<file path="src/rtl/nv_minmax_pkg.sv">
// nv_minmax_pkg: shared index-width derivation and IDLE/EMIT encoding for the min/max family.
package nv_minmax_pkg;

    typedef enum logic {IDLE, EMIT} state_t;

    function automatic int idx_width(input int n);
        return n <= 2 ? 1 : n <= 4 ? 2 : n <= 8 ? 3 : n <= 16 ? 4 : n <= 32 ? 5 : 6;
    endfunction

endpackage

</file>
<file path="src/rtl/nv_minmax_scatter.sv">
// nv_minmax_scatter: expands a (value, index, fill) pair into NUM_INPUTS lane beats.
// Define NV_MINMAX_SCATTER_ERR_EN to add the sticky out-of-range flag err_oob / err_clr.
module nv_minmax_scatter
    import nv_minmax_pkg::*;
#(
    parameter int WIDTH = 8,
    parameter int NUM_INPUTS = 2,
    localparam int INDEX_WIDTH = idx_width(NUM_INPUTS)
) (
    input  logic                   nvdla_core_clk,
    input  logic                   nvdla_core_rstn,
    input  logic                   in_pvld,
    output logic                   in_prdy,
    input  logic [WIDTH-1:0]       in_value,
    input  logic [INDEX_WIDTH-1:0] in_index,
    input  logic [WIDTH-1:0]       in_fill,
    output logic                   out_pvld,
    input  logic                   out_prdy,
    output logic [WIDTH-1:0]       out_data,
    output logic [INDEX_WIDTH-1:0] out_pos,
    output logic                   out_last
`ifdef NV_MINMAX_SCATTER_ERR_EN
    ,
    output logic                   err_oob,
    input  logic                   err_clr
`endif
);

    localparam logic [INDEX_WIDTH-1:0] LAST_POS = INDEX_WIDTH'(NUM_INPUTS - 1);

    state_t                 state, state_nxt;
    logic [INDEX_WIDTH-1:0] pos, pos_nxt, index_q;
    logic [WIDTH-1:0]       value_q, fill_q;
    logic                   emit, fire_out, take, wrap;

    assign emit     = state == EMIT;
    assign out_pvld = emit;
    assign out_last = emit & (pos == LAST_POS);
    assign out_pos  = pos;
    // An out-of-range index never matches pos, so every lane falls through to fill.
    assign out_data = emit ? (pos == index_q ? value_q : fill_q) : '0;
    assign fire_out = emit & out_prdy;
    assign wrap     = fire_out & out_last;
    assign in_prdy  = !emit | wrap;
    assign take     = in_pvld & in_prdy;

    always_comb begin
        state_nxt = take ? EMIT : wrap ? IDLE : state;
        pos_nxt   = (take | wrap) ? '0 : fire_out ? pos + 1'b1 : pos;
    end

    always_ff @(posedge nvdla_core_clk or negedge nvdla_core_rstn) begin
        if (!nvdla_core_rstn) begin
            state <= IDLE;
            pos   <= '0;
        end else begin
            state <= state_nxt;
            pos   <= pos_nxt;
        end
    end

    always_ff @(posedge nvdla_core_clk or negedge nvdla_core_rstn) begin
        if (!nvdla_core_rstn) begin
            value_q <= '0;
            index_q <= '0;
            fill_q  <= '0;
        end else if (take) begin
            value_q <= in_value;
            index_q <= in_index;
            fill_q  <= in_fill;
        end
    end

`ifdef NV_MINMAX_SCATTER_ERR_EN
    always_ff @(posedge nvdla_core_clk or negedge nvdla_core_rstn) begin
        if (!nvdla_core_rstn)
            err_oob <= 1'b0;
        else if (take && int'(in_index) >= NUM_INPUTS)
            err_oob <= 1'b1;
        else if (err_clr)
            err_oob <= 1'b0;
    end
`endif

endmodule

</file>
<file path="config.mk">
export PLATFORM = sky130hd
export DESIGN_NAME = nv_minmax_scatter
export DESIGN_NICKNAME = d
export VERILOG_FILES = /design/src/rtl/nv_minmax_pkg.sv /design/src/rtl/nv_minmax_scatter.sv
export SDC_FILE = /design/constraint.sdc
export NUM_CORES = 1
export LEC_CHECK = 0
export BUFFER_PORTS_ARGS = -buffer_cell sky130_fd_sc_hd__buf_2
export CAP_MARGIN = 20
export CORE_UTILIZATION = 54
export CTS_CLUSTER_DIAMETER = 120
export DETAILED_ROUTE_END_ITERATION = 16
export PLACE_DENSITY_LB_ADDON = 0.12
export SKIP_LAST_GASP = 1
export SLEW_MARGIN = 5
export SYNTH_ARGS = -nofsm -noshare
export SYNTH_HDL_FRONTEND = slang
export SYNTH_SLANG_ARGS = --single-unit
</file>
<file path="constraint.sdc">
create_clock -name nvdla_core_clk -period 3 [get_ports nvdla_core_clk]
set_clock_uncertainty 0.05 [all_clocks]
set_input_delay 0.3 -clock nvdla_core_clk [delete_from_list [all_inputs] [get_ports nvdla_core_clk]]
set_output_delay 0.3 -clock nvdla_core_clk [all_outputs]
set_load 0.02 [all_outputs]
</file>
# Word-level counts from Yosys, hierarchy flattened
# Index checks and enable logic that the tools add are counted.
# totals
regBits,19
output_inout_bits,12
# classes
addsub,1
eq_ne,1
muxes,6
bitwise,6
n_reduce_logical,3
# ops
cell,count
$mux 8,2
$and 1x1->1,4
$mux 1,4
$reduce_bool 2->1,2
$or 1x1->1,2
$add 1x1->1 const B,1
$eq 1x1->1,1
$logic_not 1->1,1

# Depth between registers and ports, before layout
# Gate-level depths: netlist of run 1.
# depth
word_depth,6
depth_mapped,5
ltp_nobuf,2

# Least setup slack after synthesis of run 1
# OpenSTA, ideal clock, no wires.
# synth_timing
path_type,register to output
from,"register pos, in the netlist out_pos"
to,output out_data[0]
arrival_ns,1.393
setup_slack_ns,1.257
path_stages_with_launch,4
n_path_buf,1
cell_sequence,dfrtp_1 -> buf_6 -> xnor2_4 -> mux2i_1
# synth_via
elab_chain_cells,3
# synth_lines
item,line,rtl
start: declaration,nv_minmax_scatter.sv:32,"logic [INDEX_WIDTH-1:0] pos, pos_nxt, index_q;"
start signal: assignment,nv_minmax_scatter.sv:58,pos <= pos_nxt;
$eq 1x1->1,nv_minmax_scatter.sv:41,assign out_data = emit ? (pos == index_q ? value_q : fill_q) : '0;
$mux 8 (2 in series),nv_minmax_scatter.sv:41,
end: declaration,nv_minmax_scatter.sv:19,"output logic [WIDTH-1:0] out_data,"
# Every way passes these cells.

# Worst setup path after layout of run 1
# layout_timing
from,"register state, in the netlist out_pvld"
to,output in_prdy
# layout_via
elab_chain_cells,3
# layout_lines
item,line,rtl
start: declaration,nv_minmax_scatter.sv:31,"state_t state, state_nxt;"
start signal: assignment,nv_minmax_scatter.sv:57,state <= state_nxt;
"$and 1x1->1, on equally long branches","nv_minmax_scatter.sv:42, nv_minmax_scatter.sv:38",
$and 1x1->1,nv_minmax_scatter.sv:43,assign wrap = fire_out & out_last;
$or 1x1->1 *,nv_minmax_scatter.sv:44,assign in_prdy = !emit | wrap;
end: declaration,nv_minmax_scatter.sv:13,"output logic in_prdy,"
# Mark *: on every way between the ends. The rest lies on a longest branch, timed or not.

==> results of run 1 <==
[sequential cells by signal, summed over array words and instances (netlist names)]
register  flops
fill_q        8
value_q       8
index_q       1
out_pos       1
out_pvld      1
[layout make-up]
class | count | area (µm²)
inverter | 18 | 67.56
timing repair buffer | 36 | 192.7
multi-input combinational | 67 | 521.8
tap | 27 | 33.78
clock buffer | 4 | 26.28
sequential | 19 | 475.5
fill | 175 | 664.4
[worst max-delay path: stages (launching register included)]
cell	delay [ps]
dfrtp_1	760
a21boi_2	600
inv_1	80
buf_2	170
[power by group through the flow]
stage | logic [µW] | clock network [µW] | registers (µW)
after floorplan | 697 | 0 | 455
after global placement | 824 | 0 | 481
after detailed placement | 838 | 0 | 488
after CTS | 841 | 130 | 482
after global routing | 910 | 139 | 500
final | 830 | 127 | 480
[metrics by stage]
stage,hold slack (ps),instances
after floorplan,-45.59,114
after global placement,211.2,166
after detailed placement,213.3,166
after CTS,197.2,171
after global routing,204.9,171
final,202.0,171
[per-layer routing]
metal / track usage [%] / up-vias / part of all wire (%)
met2: 34.59 / 19 / 53
met4: 5.000 / 0 / 0.39
li1: - / 445 / -
met5: 0 / - / 0
met3: 2.222 / 2 / 2.9
met1: 21.16 / 411 / 44
[path summary, 6_finish.rpt]
path                                  from    endpoint  slack (ps)  depth (start not counted)
max                               out_pvld     in_prdy         740                          3
min                             in_fill[7]   fill_q[7]         200                          3
max reg2reg                       out_pvld  value_q[2]        1070                          3
min reg2reg                      fill_q[7]   fill_q[7]         500                          2
max in group asynchronous  nvdla_core_rstn   fill_q[5]        2190                          2
min in group asynchronous  nvdla_core_rstn  value_q[1]         410                          2
[cell usage in the layout, fill, tap and decap left out]
cell type,instances
dlygate4sd3_1,1
dfrtp_1,19
a21boi_2,1
nand2_1,33
buf_4,3
and2_2,1
or2_2,1
and3_4,1
nor2b_1,1
inv_1,18
a21o_1,1
o32ai_2,10
xnor2_4,1
clkbuf_4,3
nor3b_1,1
mux2i_1,8
clkbuf_1,1
xor2_1,1
o32ai_1,7
buf_2,32
[cells by family (layout without fill, tap and decap cells)]
| kind of cell | Yosys count | after routing | share of synthesized area (%) |
|---|---|---|---|
| DFF | 19 | 19 | 41.44 |
| xor gates and xnor gates | 2 | 2 | 3.163 |
| muxes | 8 | 8 | 6.980 |
| and+or+nand+nor | 38 | 38 | 14.18 |
| AOI/OAI and AO/OA | 19 | 19 | 21.16 |
| buffers and inverters | 28 | 58 | 13.08 |
==> flow_summary.ini, run 1 <==
[clock_tree]
cts_inserted_buffers = 3
htree_levels = 1
clockRootBuffer = clkbuf_4
postCtsHoldBufs = 1
tritoncts = built
clock_sinks = 19
path_clk_slew_ps = 110
postCtsSetupBuffers = 0
postCtsResizedCells = 0
cts_buffer_depth = 2
clock_latency_ps = 290

[pwr]
powerDensity_nw_per_um2 = 1091
p_sw_share_pct = 43.18
p_switching_uw = 620.6
p_comb_share_pct = 57.7
p_int_uw = 816.7
p_leak_uw = 0.0006819
sequentialPowerShare_pct = 33.4
fin_total_pwr_uw = 1437
clock_power_share_pct = 8.8
peakVddDrop_uv = 605.6

[floorplanning]
initial_utilization_pct = 57.89
dieArea_um2 = 2313
coreArea_um2 = 1982
die_y_um = 48.10
io_pins = 33
rows = 16
die_w_um = 48.10

[synthesis]
syn_inst = 114
synth_edf_count = 0
yosysTopAreaCell = dfrtp_1
synth.top_cell.area_share_pct = 41.44
synth-main-ff-cell = dfrtp_1
synth_seq_area_share_pct = 41.44
netlist_area_um2 = 1147
syn_avg_cell_area_um2 = 10.06
synth.distinct_cells = 19
yosysWarnings = 0
ys_ff_latch = 19
netlist_top_cells_area = dfrtp_1, o32ai_2, nand2_1
yosysMostFrequentCell = nand2_1
synthArstFlopShare_pct = 100.0
synthesis.nets = 135
ys_top_cells_by_count = nand2_1, dfrtp_1, inv_1

[sta]
fmax_ghz = 0.4434
finalCriticalPeriod_ps = 2255
worstMarginPinSlew_ps = 623.6
maxSlewViolCount = 0
finalHoldViolations = 0
period_share_pct = 75.17
setup_viol = 0
final.setup.tns_ps = 0
rsz0062_at_grt = false
fin_ws_ps = 744.8
slew_headroom_pct = 58.43

[finish]
syn_to_final_growth_pct = 14.83
diodes = 0
fin_util_pct = 66.48
drive_above_1_share_pct = 36.81
fin_nets = 166
final_area_um2 = 1318

[global_route]
grt_pass1_vias = 676
grt.total_usage_pct = 18.14
grt_pass1_wl_mm = 2.946
grt_max_degree = 23
grt_antenna_before_repair = 0
grt-ovfl-total = 0

[routing]
ant_nets = 0
vias = 877
drt-vias-per-instance = 5.129
drt-pass1-iter-count = 4
drt_first_iter_violations = 16
routedWlPerCell_um = 11.91
drc_errors = 0
drt_wl_total_mm = 2.037

[placed_design]
dp_slack_ps = 1041
placed_area_um2 = 1281
dp_hpwl_mm = 1.434
gp_congestion = 0.7511
port_buffers = 32

[worst_setup_path]
criticalPathCategory = flop to output port
worst_setup_path_start_kind = flop
arrival_ps = 1910
cp.required_ps = 2650
end_kind = output port
crit_fanout = 22

[worst_hold_path]
hold_class = input port to flop

[run]
max_cap_violations = 0

[status]
outcome = finished clean
No activity file was read; power rests on OpenSTA's default activity.
==> inputs of run 2 (changes only) <==
- CORE_UTILIZATION: 54 -> 46
- clock period: 3 -> 1.8 ns (I/O delays scaled with it)
==> flow_summary.ini, run 2 (synthesized netlist as in run 1, its figures left out) <==
[routing]
vias = 900
ant_nets = 0
drt_first_iter_violations = 5
met2_length_mm = 1.151
drt_wl_total_mm = 2.307
routedWlPerCell_um = 13.03
drt-pass1-iter-count = 2
wl_met3_um = 91
drt-met1-wl_mm = 1.029
drc_errors = 0
top_layer = met4
drt-vias-per-instance = 5.085

[floorplanning]
coreArea_um2 = 2276
rows = 17
die_w_um = 51.94
dieArea_um2 = 2698
initial_utilization_pct = 50.41
io_pins = 33
die_y_um = 51.94

[placed_design]
gp_congestion = 0.7309
place_inst = 168
port_buffers = 32
dp_hpwl_mm = 1.524

[sta]
maxSlewViolCount = 0
period_share_pct = 96.56
slew_headroom_pct = 71.33
rsz0062_at_grt = true
finalCriticalPeriod_ps = 1738
finalHoldViolations = 0
fmax_ghz = 0.5754
worstMarginPinSlew_ps = 430.0
setup_viol = 0

[clock_tree]
path_clk_slew_ps = 110
htree_levels = 1
clock_sinks = 19
clock_latency_ps = 300
clockRootBuffer = clkbuf_4
cts_inserted_buffers = 3
tritoncts = built
cts_buffer_depth = 2

[run]
max_cap_violations = 0

[worst_setup_path]
crit_fanout = 3
end_kind = output port
reg2reg_slack_ps = 480
cp.required_ps = 1570
worst_setup_path_start_kind = flop
arrival_ps = 1510
criticalPathCategory = flop to output port

[global_route]
grt_pass1_wl_mm = 3.926
grt-ovfl-total = 0
grt_max_degree = 22
grt_pass1_vias = 859
grt_antenna_before_repair = 0
grt.total_usage_pct = 20.32

[pwr]
fin_total_pwr_uw = 2682
powerDensity_nw_per_um2 = 1926
peakVddDrop_uv = 1079
p_leak_uw = 0.0007162

[finish]
top_regs = fill_q: 8 flops, value_q: 8 flops
instances_no_fill = 177
fin_nets = 171
syn_to_final_growth_pct = 21.37
final_common_cell = nand2_1
fin_util_pct = 61.19
drive_above_1_share_pct = 39.60
num-fill-cells = 204
final_cell_mix = nand2_1, buf_2, inv_1, dfrtp_1
diodes = 0

[worst_hold_path]
hold_class = input port to flop

[status]
outcome = finished clean
==> run 2: repair_timing <==
item	CTS	global route
buffers inserted	2	2
hold buffers	1	0
endpoints found under the setup margin	8	7
gates cloned	0	0
hold endpoints to repair	19	0
pin swaps	1	0
resized for setup	1	4
==> run 2: final cells by class <==
class / count / area [µm²] / area share, %
Multi-Input combinational cell: 67 / 521.8 / 37.47
Sequential cell: 19 / 476.7 / 34.23
Timing Repair Buffer: 41 / 265.3 / 19.05
Inverter: 18 / 67.56 / 4.852
Tap cell: 28 / 35.03 / 2.516
Clock buffer: 4 / 26.28 / 1.887
==> run 2: where the power goes <==
part / internal (µW) / leakage (µW) / switching [µW]
combinational: 851 / 0.000469 / 830
sequential: 635 / 0.000232 / 139
clock: 86.4 / 0.0000150 / 141
total: 1570 / 0.000716 / 1110
==> run 2: final timing paths <==
| kind | from | cells past startpoint | endpoint |
|---|---|---|---|
| min in group asynchronous | nvdla_core_rstn | 2 | out_pos |
| setup reg to reg | out_pos | 3 | value_q[4] |
| max in group asynchronous | nvdla_core_rstn | 2 | out_pos |
| hold / removal | in_fill[7] | 3 | fill_q[7] |
| setup / recovery | index_q | 4 | out_data[3] |
| hold reg to reg | fill_q[7] | 2 | fill_q[7] |
==> run 2: through the flow <==
step | setup TNS (ps) | setup WS, ps | hold slack [ps] | cell area (µm²)
after detailed placement | 0 | 209.4 | 95.56 | 1303
after global routing | -1.964 | -1.964 | 76.94 | 1393
after CTS | 0 | 38.81 | 70.74 | 1368
after floorplan | 0 | 176.6 | -165.6 | 1147
after global placement | 0 | 238.0 | 100.5 | 1303
final | 0 | 61.95 | 71.72 | 1393
==> run 2: critical path, cell delays in order, from the launching register on <==
cell     delay [ps]
dfrtp_1         460
xnor2_4         220
buf_4           170
mux2i_1         180
buf_2           180
==> run 2: layer usage <==
| layer | global-route usage, % | vias to the layer above |
|---|---|---|
| met1 | 24.63 | 424 |
| met4 | 6.757 | 0 |
| met5 | 0 | - |
| li1 | - | 449 |
| met3 | 3.801 | 5 |
| met2 | 35.68 | 22 |
==> inputs of run 3 (changes only) <==
- CORE_UTILIZATION: 46 -> 51
- CTS_CLUSTER_DIAMETER: 120 -> unset
- clock period: 1.8 -> 1.76 ns (I/O delays scaled with it)
==> flow_summary.ini, run 3 (synthesized netlist as in run 1, its figures left out) <==
[floorplanning]
die_y_um = 49.43
io_pins = 33
initial_utilization_pct = 56.19
die_w_um = 49.43
coreArea_um2 = 2042
dieArea_um2 = 2443
rows = 16

[finish]
final_cell_mix = nand2_1, buf_2, inv_1
num-fill-cells = 186
final_common_cell = nand2_1
final_area_um2 = 1406
fin_util_pct = 68.87
syn_to_final_growth_pct = 22.57
fin_nets = 173
diodes = 0
multi_input_area_um2 = 525.5
drive_above_1_share_pct = 41.72
area.sequential_um2 = 478.0
top_regs = fill_q: 8 flops, value_q: 8 flops
instances_no_fill = 178

[routing]
ant_nets = 0
drt-pass1-iter-count = 4
drt_first_iter_violations = 8
drc_errors = 0
routedWlPerCell_um = 13.00
drt_wl_total_mm = 2.314
vias = 916
drt-vias-per-instance = 5.146

[clock_tree]
cts_inserted_buffers = 3
clockRootBuffer = clkbuf_4
clock_latency_ps = 290
tritoncts = built
cts_buffer_depth = 2
path_clk_slew_ps = 110
htree_levels = 1
clock_sinks = 19

[placed_design]
placed_area_um2 = 1304
dp_slack_ps = 157.8
dp_hpwl_mm = 1.592
place_inst = 169
gp_congestion = 0.7196
port_buffers = 32

[status]
outcome = finished clean

[worst_setup_path]
end_kind = output port
path_delay_family = flip-flops
worst-path-buf-inv = 2
worst_setup_path_start_kind = flop
crit_top_cell = buf_4
criticalPathCategory = flop to output port
crit_fanout = 3
arrival_ps = 1490
slowest_stage = dfrtp_2
path_cells = xnor2_4, buf_4, mux2i_1, buf_4
max_stage_delay_ps = 470
cp.required_ps = 1530

[pwr]
powerDensity_nw_per_um2 = 1986
p_leak_uw = 0.0007184
peakVddDrop_uv = 1162

[sta]
finalCriticalPeriod_ps = 1711
final.setup.tns_ps = 0
worstMarginPinSlew_ps = 436.7
finalHoldViolations = 0
fin_ws_ps = 48.83
maxSlewViolCount = 0
setup_viol = 0
period_share_pct = 97.23
fmax_ghz = 0.5844
slew_headroom_pct = 70.89
rsz0062_at_grt = true

[run]
max_cap_violations = 0

[global_route]
grt_antenna_before_repair = 0
grt_max_degree = 22
grt_pass1_vias = 907
grt-ovfl-total = 0
grt.total_usage_pct = 21.40
grt_pass1_wl_mm = 4.015

[worst_hold_path]
hold_class = input port to flop
==> run 3: routing by layer <==
metal / GRT usage (%) / vias to the layer above / routed length [µm]
li1: - / 452 / -
met1: 25.65 / 431 / 1051
met2: 39.50 / 27 / 1154
met5: 0 / - / 0
met3: 3.115 / 6 / 82
met4: 5.714 / 0 / 24
==> run 3: path summary, 6_finish.rpt <==
| check | from | to | slack [ps] | depth (start not counted) |
|---|---|---|---|---|
| max in group asynchronous | nvdla_core_rstn | out_pos | 1030 | 2 |
| max reg2reg | out_pos | fill_q[7] | 330 | 4 |
| max | index_q | out_data[5] | 50 | 4 |
| min in group asynchronous | nvdla_core_rstn | fill_q[2] | 290 | 2 |
| min reg2reg | value_q[7] | value_q[7] | 500 | 2 |
| min | in_value[2] | value_q[2] | 90 | 3 |
==> run 3: what timing repair did <==
item | CTS | global route
pin swaps | 1 | 0
resized for setup | 1 | 9
endpoints found under the setup margin | 8 | 8
setup buffers | 2 | 2
endpoints found under the hold margin | 19 | 0
hold buffers | 1 | 0
==> run 3: worst min-delay path: cells and delay by family <==
family                 cells  cell delay, ps
AOI/OAI and AO/OA          1              70
buffers and inverters      1              90
and+or+nand+nor            1              50
==> run 3: cell type report <==
cell class / count / share of cell area, %
Clock buffer: 4 / 1.868
Timing Repair Buffer: 43 / 19.57
Multi-Input combinational cell: 67 / 37.37
Inverter: 18 / 4.804
Sequential cell: 19 / 33.99
Tap cell: 27 / 2.402
==> run 3: report_power, final <==
part	switching [µW]	internal, µW	leakage (µW)
Combinational	864	912	0.000472
Clock	134	88.0	0.0000150
Sequential	144	651	0.000231
==> run 3: stage by stage <==
stage / total power (µW) / hold WS, ps
finish: 2793 / 85.90
global route: 2973 / 71.82
CTS: 2662 / 82.84
detailed placement: 2306 / 91.60
global placement: 2262 / 88.79
floorplan: 1962 / -169.6
